`config.mk`:
```
export PLATFORM = sky130hd
export DESIGN_NAME = hazard_ctrl
export DESIGN_NICKNAME = d
export VERILOG_FILES = /design/src/rtl/cpu_types_pkg.sv /design/src/rtl/lu_detect.sv /design/src/rtl/hazard_ctrl.sv
export SDC_FILE = /design/constraint.sdc
export NUM_CORES = 1
export LEC_CHECK = 0
export CORE_MARGIN = 3
export CORE_UTILIZATION = 46
export CTS_CLUSTER_DIAMETER = 40
export CTS_CLUSTER_SIZE = 30
export DETAILED_ROUTE_END_ITERATION = 6
export PLACE_DENSITY = 0.79
export RECOVER_POWER = 50
export SETUP_SLACK_MARGIN = 0.05
export SLEW_MARGIN = 40
export SYNTH_ARGS = -nofsm -noshare
export SYNTH_HDL_FRONTEND = slang
export SYNTH_HIERARCHICAL = 1
export SYNTH_SLANG_ARGS = --single-unit
```
`constraint.sdc`:
```
create_clock -name CLK -period 2.3 [get_ports CLK]
set_input_delay 0.23 -clock CLK [delete_from_list [all_inputs] [get_ports CLK]]
set_output_delay 0.23 -clock CLK [all_outputs]
set_load 0.03 [all_outputs]
```
`src/rtl/cpu_types_pkg.sv`:
```
// Shared CPU types: register index and hazard controller state.
package cpu_types_pkg;

    localparam int REG_W = 5;

    typedef logic [REG_W-1:0] regbits_t;

    typedef enum logic [1:0] {
        RUN,
        MEMWAIT,
        HALTED
    } hz_state_t;

endpackage

```
`src/rtl/lu_detect.sv`:
```
// Load-use compare between the EX load and the decode sources.
import cpu_types_pkg::*;

module lu_detect (
    input  logic     ex_memread,
    input  regbits_t ex_rd,
    input  regbits_t id_rs,
    input  regbits_t id_rt,
    input  logic     id_use_rs,
    input  logic     id_use_rt,
    output logic     hit
);

    logic rs_hit;
    logic rt_hit;

    assign rs_hit = id_use_rs && (id_rs == ex_rd);
    assign rt_hit = id_use_rt && (id_rt == ex_rd);

    // r0 is hardwired, so a load into it never creates a dependency
    assign hit = ex_memread && (ex_rd != '0) && (rs_hit || rt_hit);

endmodule

```
`src/rtl/hazard_ctrl.sv`:
```
// Pipeline hazard controller: latch enables/flushes, PC enable,
// memory-wait FSM, halt and stall counting.
import cpu_types_pkg::*;

module hazard_ctrl #(
    parameter int NSTAGES    = 5,
    parameter int MEM_IDX    = 3,
    parameter int BR_IDX     = 2,
    parameter int LU_BUBBLES = 1,
    parameter int WAIT_MAX   = 255,
    parameter int CNTW       = 16
) (
    input  logic               CLK,
    input  logic               nRST,
    input  logic               ihit,
    input  logic               dhit,
    input  logic               mem_req,
    input  regbits_t           id_rs,
    input  regbits_t           id_rt,
    input  logic               id_use_rs,
    input  logic               id_use_rt,
    input  regbits_t           ex_rd,
    input  logic               ex_memread,
    input  logic               br_taken,
    input  logic               jmp,
    input  logic               halt_wb,
    output logic               pc_en,
    output logic [NSTAGES-2:0] stage_en,
    output logic [NSTAGES-2:0] stage_flush,
    output logic               halted,
    output logic               mem_timeout,
    output logic [CNTW-1:0]    stall_cnt
);

    localparam int WW = $clog2(WAIT_MAX + 1);
    localparam logic [WW-1:0] WMAX = WW'(WAIT_MAX);
    localparam logic [1:0] LU_LOAD = 2'(LU_BUBBLES - 1);

    hz_state_t     state;
    hz_state_t     state_nxt;
    logic [1:0]    lu_cnt;
    logic [1:0]    lu_nxt;
    logic [WW-1:0] wait_cnt;
    logic [WW-1:0] wait_nxt;
    logic          lu_hit;

    lu_detect u_lu (
        .ex_memread (ex_memread),
        .ex_rd      (ex_rd),
        .id_rs      (id_rs),
        .id_rt      (id_rt),
        .id_use_rs  (id_use_rs),
        .id_use_rt  (id_use_rt),
        .hit        (lu_hit)
    );

    always_comb begin
        stage_en    = '1;
        stage_flush = '0;
        pc_en       = 1'b1;
        state_nxt   = state;
        lu_nxt      = lu_cnt;
        wait_nxt    = wait_cnt;

        if (!nRST) begin
            stage_en    = '0;
            stage_flush = '1;
            pc_en       = 1'b0;
        end else begin
            case (state)
                RUN: begin
                    if (mem_req && !dhit) begin
                        stage_en[MEM_IDX-1:0] = '0;
                        stage_flush[MEM_IDX]  = 1'b1;
                        pc_en                 = 1'b0;
                        state_nxt             = MEMWAIT;
                        wait_nxt              = WW'(1);
                    end else if (halt_wb) begin
                        state_nxt = HALTED;
                    end else if (br_taken) begin
                        stage_flush[BR_IDX-1:0] = '1;
                        lu_nxt                  = '0;
                    end else if (lu_hit || lu_cnt != '0) begin
                        pc_en          = 1'b0;
                        stage_en[0]    = 1'b0;
                        stage_flush[1] = 1'b1;
                        lu_nxt = (lu_cnt != '0) ? lu_cnt - 2'd1 : LU_LOAD;
                    end else if (jmp) begin
                        stage_flush[0] = 1'b1;
                    end else if (!ihit) begin
                        pc_en          = 1'b0;
                        stage_flush[0] = 1'b1;
                    end
                end
                MEMWAIT: begin
                    if (dhit || !mem_req) begin
                        state_nxt = RUN;
                        wait_nxt  = '0;
                    end else begin
                        stage_en[MEM_IDX-1:0] = '0;
                        stage_flush[MEM_IDX]  = 1'b1;
                        pc_en                 = 1'b0;
                        if (wait_cnt != WMAX) wait_nxt = wait_cnt + 1'b1;
                    end
                end
                HALTED: begin
                    stage_en    = '0;
                    stage_flush = '0;
                    pc_en       = 1'b0;
                end
                default: begin
                    state_nxt = RUN;
                end
            endcase
        end
    end

    always_ff @(posedge CLK or negedge nRST) begin
        if (!nRST) begin
            state       <= RUN;
            lu_cnt      <= '0;
            wait_cnt    <= '0;
            mem_timeout <= 1'b0;
            stall_cnt   <= '0;
        end else begin
            state    <= state_nxt;
            lu_cnt   <= lu_nxt;
            wait_cnt <= wait_nxt;
            if (wait_cnt == WMAX) mem_timeout <= 1'b1;
            if (!pc_en && state != HALTED && stall_cnt != '1)
                stall_cnt <= stall_cnt + 1'b1;
        end
    end

    assign halted = (state == HALTED);

endmodule

```
* Word level (Yosys, flattened, before mapping)
Cells that the tools add are included.
** Storage, ports and cells
- Flip-flop bits (word level) :: 29
** Operators by class
- $add $sub $neg :: 3
- Equality and inequality tests :: 12
- Multiplexer cells :: 41
- Bitwise gates (word level) :: 3
- Reductions and logical operators :: 21
** Operator list (count)
- two-way mux 8 bit :: 3
- two-way mux 2 bit :: 11
- two-way mux 1 bit :: 19
- adder 16 x 1 -> 16 bit, second input constant :: 1
- inequality test 16 bit, second input constant :: 1
- case mux 8 bit (2 select lines) :: 1
- equality test 5 bit :: 2
- case mux 3 bit (3 select lines) :: 1
- adder 8 x 1 -> 8 bit, second input constant :: 1
- equality test 8 bit, second input constant :: 1
- two-way mux 4 bit :: 2
- inequality test 8 bit, second input constant :: 1
- AND reduction 4 bit :: 2
- logical AND 1 bit :: 7
- inequality test 2 bit, second input constant :: 3
- inequality test 3 bit, second input constant :: 2
- case mux 2 bit (3 select lines) :: 1
- nonzero test 2 bit :: 3
- AND reduction 5 bit :: 1
- nonzero test 5 bit :: 1
- logical NOT 1 bit :: 3
- logical OR 1 bit :: 3
- two-way mux 3 bit :: 1
- inverter 1 bit :: 3
- other kinds (6) :: 6

* Logic depth before layout (Yosys ltp)
Gate-level depths: netlist of run 1.
- Depth in word-level cells :: 14
- Gate-level depth with buffers :: 10
- Gate-level depth less buffers :: 9

* Modules after synthesis
The synthesis of run 1 kept the hierarchy.
** Modules (own cells, without submodules)
- hazard_ctrl :: times used 1, cells an instance 158, area an instance 1541.5 um^2, seq. area each 725.7 um^2
- lu_detect :: times used 1, cells an instance 17, area an instance 133.9 um^2, seq. area each 0.0 um^2

* Worst setup path before layout of run 1
OpenSTA, ideal clock, no wires.
- Path kind :: flip-flop to output port
- Start :: register state[1]
- End :: output port stage_en[2]
- Arrival time :: 2011 ps
- Required time :: 2070 ps
- Path slack :: 59 ps
- Stages on the path, launching flop included :: 5
- Cell sequence :: dfrtp_1 > buf_2 > o21ai_0 > nor2_1 > buf_4
** Between the ends
- Word-level cells in the longest chain between the ends :: 3
- Elaborated cells between the ends (all ways) :: 5
- Those cells by class :: 2 x eq/ne; 2 x mux; 1 x reduce/logical
** Ends and longest elaborated chain
- start: declaration :: RTL line hazard_ctrl.sv:39 : hz_state_t state;
- start signal: assignment :: RTL line hazard_ctrl.sv:126 : state <= state_nxt;
- equality test 2 bit (tied with other cells) :: RTL line hazard_ctrl.sv:70 : case (state)
- case mux 3 bit (3 select lines) * :: RTL line hazard_ctrl.sv:70
- two-way mux 4 bit * :: RTL line hazard_ctrl.sv:65 : if (!nRST) begin
- end: declaration :: RTL line hazard_ctrl.sv:28 : output logic [NSTAGES-2:0] stage_en,
Every way passes the cells marked *; elsewhere a longest branch is shown, timed or not.

* Worst setup path after layout of run 1
- Start :: input port ex_rd[2]
- End :: output port pc_en
** Between the ends
- Word-level cells in the longest chain between the ends :: 11
- Elaborated cells between the ends (all ways) :: 15
- Those cells by class :: 2 x eq/ne; 6 x mux; 7 x reduce/logical
** Ends and longest elaborated chain
- start: declaration :: RTL line hazard_ctrl.sv:22 : input regbits_t ex_rd,
- equality test 5 bit (on tied branches) :: RTL line lu_detect.sv:17, lu_detect.sv:18
- logical AND 1 bit (on tied branches) :: RTL line lu_detect.sv:17, lu_detect.sv:18
- logical OR 1 bit :: RTL line lu_detect.sv:21 : assign hit = ex_memread && (ex_rd != '0) && (rs_hit || rt_hit);
- logical AND 1 bit * :: RTL line lu_detect.sv:21
- net lu_hit :: RTL line hazard_ctrl.sv:45 : logic lu_hit;
- logical OR 1 bit * :: RTL line hazard_ctrl.sv:83 : end else if (lu_hit || lu_cnt != '0) begin
- two-way mux 1 bit * :: RTL line hazard_ctrl.sv:83
- two-way mux 1 bit * :: RTL line hazard_ctrl.sv:80 : end else if (br_taken) begin
- two-way mux 1 bit * :: RTL line hazard_ctrl.sv:78 : end else if (halt_wb) begin
- two-way mux 1 bit * :: RTL line hazard_ctrl.sv:72 : if (mem_req && !dhit) begin
- case mux 1 bit (3 select lines) * :: RTL line hazard_ctrl.sv:70
- two-way mux 1 bit * :: RTL line hazard_ctrl.sv:65
- end: declaration :: RTL line hazard_ctrl.sv:27 : output logic pc_en,
Mark *: on every way through the listed nets, which the timed path passes. The rest lies on a longest branch.

==> flow_metrics.tcl, run 1 <==
set metrics [dict create \
    cts_root_buffer "clkbuf_4" \
    max_freq_ghz 0.475 \
    synth-main-ff-cell "dfrtp_1" \
    worst_pin_slew_ns 0.521 \
    ys_seq_elements 29 \
    tns_ns 0 \
    hold_violations 0 \
    cts_tree "built" \
    cts_setup_buffers 0 \
    fp.dieW_um 66.4 \
    synthTopCellsByCount "dfrtp_1, xnor2_1, nand3_1" \
    drv_slew 0 \
    peakVddDrop_mv 0.837 \
    fp.dieH_um 66.4 \
    hold_path.class "primary input to async pin" \
    rows 21 \
    finalNonFillerCells 285 \
    cp.depth 11 \
    drc 0 \
    diodes 0 \
    cpLargestDelayFamily "simple AND/OR/NAND/NOR gates" \
    r2r-end "stall_cnt[13]" \
    finalSetupViolCount 0 \
    timing.max_slew.rel_slack_pct 65.0 \
    status "complete, no violations" \
    p_leak_nw 0.995 \
    via_count 1513 \
    hold_buffers 0 \
    regToRegSetupSlack_ns 0.22 \
    ys_warn_count 6 \
    grt.total_usage_pct 19.8 \
    synth_area_leaders "dfrtp_1, xnor2_1, xor2_1" \
    period_needed_ns 2.11 \
    dp_hpwl_mm 3.04 \
    grt_overflow_total 0 \
    grt_pass1_wl_mm 6.68 \
    grt_pass1_vias 1453 \
    fin_crit_sh_pct 91.6 \
    seq_area_um2 726 \
    coreArea_um2 3420 \
    clock-sinks 29 \
    setup_ws_ns 0.193 \
    place_ws_ns -0.443 \
    netlist_area_um2 1680 \
    multiInputGateArea_um2 928 \
    ys_seq_area_share_pct 43.3 \
    synth_area_leader_cell "dfrtp_1" \
    initial_core_util_pct 49.0 \
    crit_path_max_incr_delay_ns 0.41 \
    clkSlewWorstSetupHoldPaths_ns 0.11 \
    synth_edf_count 0 \
    endpoint "pc_en" \
    cts_buffers 5 \
    drt_first_pass_iters 4 \
    globalplace.congestion 0.834 \
    fill_cells 278 \
    io_pins 53 \
    clk_latency_ns 0.33 \
    synth_top_area_share_pct 43.3 \
    dp.cells 278 \
    antenna_found_initial 0 \
    synth_nets 203 \
    max-clock-path-buffers 2 \
    rr_worst_depth 7 \
    reg2reg_from "stall_cnt[0]" \
    slowest_stage "or4_1" \
    drive_gt1_share_pct 17.6 \
    critPathBufInv 3 \
    io_buffers 52 \
    synth.most_common_cell "dfrtp_1" \
    viasPerCell 5.31 \
    powerDensity_nw_per_um2 751 \
    rsz0062_at_grt "no" \
    cap_violations 0 \
    crit_type "primary input to output pin" \
    ys_types 42 \
    drt_iter0_markers 68 \
    finClkSkew_ns 0.0160 \
    syn_avg_cell_area_um2 9.57 \
    arrival_ns 1.88 \
    cp-start-kind "primary input" \
    routed_wirelength_mm 4.06 \
    grt_max_degree 16 \
    crit_fanout 3 \
    fin_nets 266 \
    cp-end-kind "output pin" \
    h-tree-depth 2 \
    worstSetupStartpoint "ex_rd[2]" \
    synth-async-reset-ratio_pct 100 \
    crit_chain "buf_2, buf_4, or4_1, o21ai_1, a21oi_2, nor3_2, nor3_2, nor2_1, a21oi_1, nor2_1, buf_4" \
    final_antenna_net_count 0 \
    wl_per_cell_um 14.3 \
    dieArea_um2 4400 \
    crit_required_ns 2.07 \
    syn2layout_area_growth_pct 39.2 \
    synthCells 175 \
]
==> registers in the layout, indices dropped and copies added (netlist names) <==
name         count
lu_cnt           2
mem_timeout      1
stall_cnt       16
state            2
wait_cnt         8
==> stage by stage <==
stage / utilization, % / instance area (um^2) / power [mW] / hold WS (ns)
final: 68.3 / 2330 / 1.75 / 0.413
after global routing: 68.3 / 2330 / 1.85 / 0.410
after CTS: 69.2 / 2360 / 1.77 / 0.327
after detailed placement: 66.5 / 2270 / 1.25 / 0.458
after global placement: 66.5 / 2270 / 1.24 / 0.451
after floorplan: - / 1680 / 0.989 / -0.0656
==> logic make-up after synthesis <==
family,Yosys count,share of synthesized area [%]
simple gates,79,26.1
compound gates,32,12.1
flops,29,43.3
xor+xnor,25,13.1
buf+inv,6,2.54
mux,2,1.34
fa+ha+maj,2,1.49
==> report_power, final <==
part,internal [mW],switching (mW),leakage [nW]
Sequential,0.573,0.103,0.387
Combinational,0.248,0.307,0.553
Clock,0.337,0.185,0.0552
==> routing by layer <==
layer | global-route usage [%] | part of all wire (%) | wire length (um) | vias to the layer above
li1 | - | - | - | 758
met1 | 26.6 | 46 | 1870 | 709
met2 | 32.2 | 49 | 1990 | 42
met3 | 5.61 | 4.5 | 182 | 4
met4 | 3.55 | 0.66 | 27 | 0
met5 | 0 | 0 | 0 | -
==> final cells by class <==
| cell class | count | area share, % |
|---|---|---|
| multi-input combinational | 140 | 39.8 |
| clock inverter | 3 | 2.79 |
| inverter | 1 | 0.161 |
| timing repair buffer | 61 | 22.0 |
| tap | 46 | 2.47 |
| clock buffer | 5 | 1.61 |
| sequential | 29 | 31.1 |
==> placed cells by master, fill, tap and decap left out, drive strengths merged, types with 3 or more instances in the layout <==
cell type,n
a21oi,5
and2,3
and3,6
buf,19
clkbuf,12
clkdlybuf4s50,27
dfrtp,29
dlygate4sd3,5
nand2,10
nand3,15
nand4,10
nor2,13
nor2b,4
nor3,3
nor4,4
o21ai,16
o31ai,4
or2,4
xnor2,16
xor2,9
==> worst min-delay path by stage <==
stage	start	end	slack (ns)
finish	nRST	state[1]	0.41
global route	nRST	state[1]	0.41
CTS	nRST	wait_cnt[4]	0.33
detailed placement	mem_timeout	mem_timeout	0.46
global placement	mem_timeout	mem_timeout	0.45
floorplan	nRST	lu_cnt[0]	-0.07
==> what timing repair did <==
item / 4_1_cts / 5_1_grt
resized for setup: 29 / 17
gates cloned: 0 / 0
hold endpoints to repair: 0 / 0
pin swaps: 13 / 13
endpoints found under the setup margin: 17 / 3
Note: power is estimated with default switching activity, not from simulation.
==> run 2: changes to the inputs <==
CORE_UTILIZATION = 30   (was 46)
GPL_TIMING_DRIVEN = 0   (was default)
PLACE_DENSITY = default   (was 0.79)
TNS_END_PERCENT = 100   (was default)
==> run 2 against run 1 <==
- via count is 1.9% higher
- wire length is 5.9% higher
- non-clock buffer count is 9 higher
==> flow_metrics.tcl, run 2 (synthesis results as in run 1) <==
set metrics [dict create \
    wl_per_cell_um 13.5 \
    hold_path.class "primary input to async pin" \
    critPathBufInv 3 \
    grt_pass1_wl_mm 7.24 \
    layout_commonest_cell "dfrtp_1" \
    powerDensity_nw_per_um2 674 \
    regMostFlops "stall_cnt" \
    regToRegSetupSlack_ns 0.23 \
    max_freq_ghz 0.471 \
    rows 26 \
    worst_pin_slew_ns 0.988 \
    crit_fanout 5 \
    crit_required_ns 2.47 \
    power.total_mw 1.72 \
    cts_root_buffer "clkbuf_8" \
    worstSetupStartpoint "id_rs[2]" \
    grt_pass1_vias 1570 \
    h-tree-depth 2 \
    drt_first_pass_iters 4 \
    gr-usage-met2_pct 22.9 \
    p_leak_nw 1.10 \
    drive_gt1_share_pct 22.6 \
    crit_chain "clkdlybuf4s50_1, xnor2_1, nand3_1, a21oi_2, nor3_2, a2111o_1, a21oi_4, buf_6, buf_4, nand3_2, xnor2_2" \
    dp_hpwl_mm 3.10 \
    antenna_found_initial 0 \
    diodes 0 \
    reg.largest.list "stall_cnt: 16 flops, wait_cnt: 8 flops" \
    viasPerCell 4.85 \
    peakVddDrop_mv 0.692 \
    fin_nets 275 \
    cp-end-kind "register" \
    clkPwrFrac_pct 23.6 \
    routed_wirelength_mm 4.31 \
    use_met1_pct 19.4 \
    hold_violations 0 \
    grt_overflow_total 0 \
    clkSlewWorstSetupHoldPaths_ns 0.06 \
    initial_core_util_pct 32.0 \
    final_antenna_net_count 0 \
    max-clock-path-buffers 2 \
    cp-start-kind "primary input" \
    largest_reg_flops 16 \
    endpoint "stall_cnt[15]" \
    slowest_stage "clkdlybuf4s50_1" \
    finalSetupViolCount 0 \
    grt_max_degree 19 \
    clk_latency_ns 0.28 \
    cts_buffers 5 \
    cts_tree "built" \
    arrival_ns 2.30 \
    clock-sinks 29 \
    final_cell_mix "dfrtp_1, clkdlybuf4s50_1, o21ai_0, xnor2_1, nor2_1" \
    dp.cells 298 \
    status "complete, no violations" \
    cap_violations 0 \
    period_needed_ns 2.12 \
    coreArea_um2 5240 \
    io_buffers 52 \
    drv_slew 0 \
    rr_worst_depth 8 \
    cpLargestDelayFamily "compound AO/OA/AOI/OAI gates" \
    gr-usage-met3_pct 3.33 \
    timing.max_slew.rel_slack_pct 34.1 \
    power.internal_mw 1.09 \
    crit_type "primary input to register" \
    netSwitchingFraction_pct 36.7 \
    switchingPower_mw 0.629 \
    fin_crit_sh_pct 92.4 \
    syn2layout_area_growth_pct 51.8 \
    reg2reg_from "stall_cnt[0]" \
    finalNonFillerCells 318 \
    rsz0062_at_grt "no" \
    fp.dieW_um 80.7 \
    crit_path_max_incr_delay_ns 0.47 \
    dieArea_um2 6520 \
    drc 0 \
    seq_power_share_pct 38.6 \
    grt-busiest-layer "met2" \
    pwr-share-comb_pct 37.8 \
    fp.dieH_um 80.7 \
    globalplace.congestion 0.789 \
    finClkSkew_ns 0.00479 \
    io_pins 53 \
    via_count 1541 \
    drt_iter0_markers 63 \
    grt.total_usage_pct 14.6 \
    fill_cells 489 \
    cp.depth 11 \
    r2r-end "stall_cnt[0]" \
]
[run 2: cell count changes in the layout (fill, tap and decap cells not counted), sizes merged]
cell           previous run  this run
buf                      19        22
bufinv                    2         0
clkbuf                   12        14
clkdlybuf4s15             2         4
dlymetal6s2s              0         2
clkdlybuf4s50            27        28
clkinv                    1         2
[run 2: layer usage]
metal	wire length, um	vias to the layer above
met5	0	-
met4	98	0
met3	130	12
met2	1980	35
met1	2100	719
li1	-	775
[run 2: final cells by class]
type,instances,area (um^2),share of cell area [%]
clock inverter,2,10.0,0.394
sequential,29,726,28.5
tap,70,87.6,3.44
buffer,5,40.0,1.57
clock buffer,6,72.6,2.85
timing repair buffer,65,601,23.6
multi-input combinational,140,1000,39.4
inverter,1,3.75,0.148
[run 2: worst reg2reg max path: stages (launching register included)]
cell	delay (ns)
dfrtp_1	0.46
ha_1	0.30
nand4_1	0.18
nor4_2	0.41
a21oi_4	0.07
buf_6	0.15
buf_6	0.13
buf_4	0.13
xor2_1	0.13
[run 2: power groups by stage]
stage	registers, mW	clock network, mW	logic, mW
6_report	0.663	0.405	0.648
2_1_floorplan	0.757	0	0.233
3_3_place_gp	0.669	0	0.575
5_1_grt	0.673	0.446	0.692
4_1_cts	0.662	0.420	0.645
3_5_place_dp	0.665	0	0.584
[run 2: metrics by stage]
step                hold slack [ns]  worst slack, ns  cell area, um^2  util, %  setup TNS, ns
global placement              0.456            -1.32             2280     43.6         -23.37
detailed placement            0.147           -0.749             2310     44.0         -11.94
finish                        0.432            0.175             2540     48.6              0
global route                  0.523           0.0714             2540     48.6              0
floorplan                   -0.0656           0.0592             1680        -              0
CTS                           0.475           0.0418             2500     47.8              0
[run 2: worst min path at each step]
stage | slack (ns) | cells after the start | startpoint | end
finish | 0.43 | 3 | nRST | stall_cnt[9]
floorplan | -0.07 | 0 | nRST | lu_cnt[0]
CTS | 0.48 | 1 | mem_timeout | mem_timeout
global placement | 0.46 | 1 | mem_timeout | mem_timeout
detailed placement | 0.15 | 1 | nRST | stall_cnt[8]
global route | 0.52 | 1 | mem_timeout | mem_timeout
[run 2: timing repair]
item,in CTS,in global routing
pin swaps,14,19
resized for setup,61,27
endpoints found under the setup margin,24,22
hold buffers,2,0
setup buffers,10,0
hold endpoints to repair,11,0
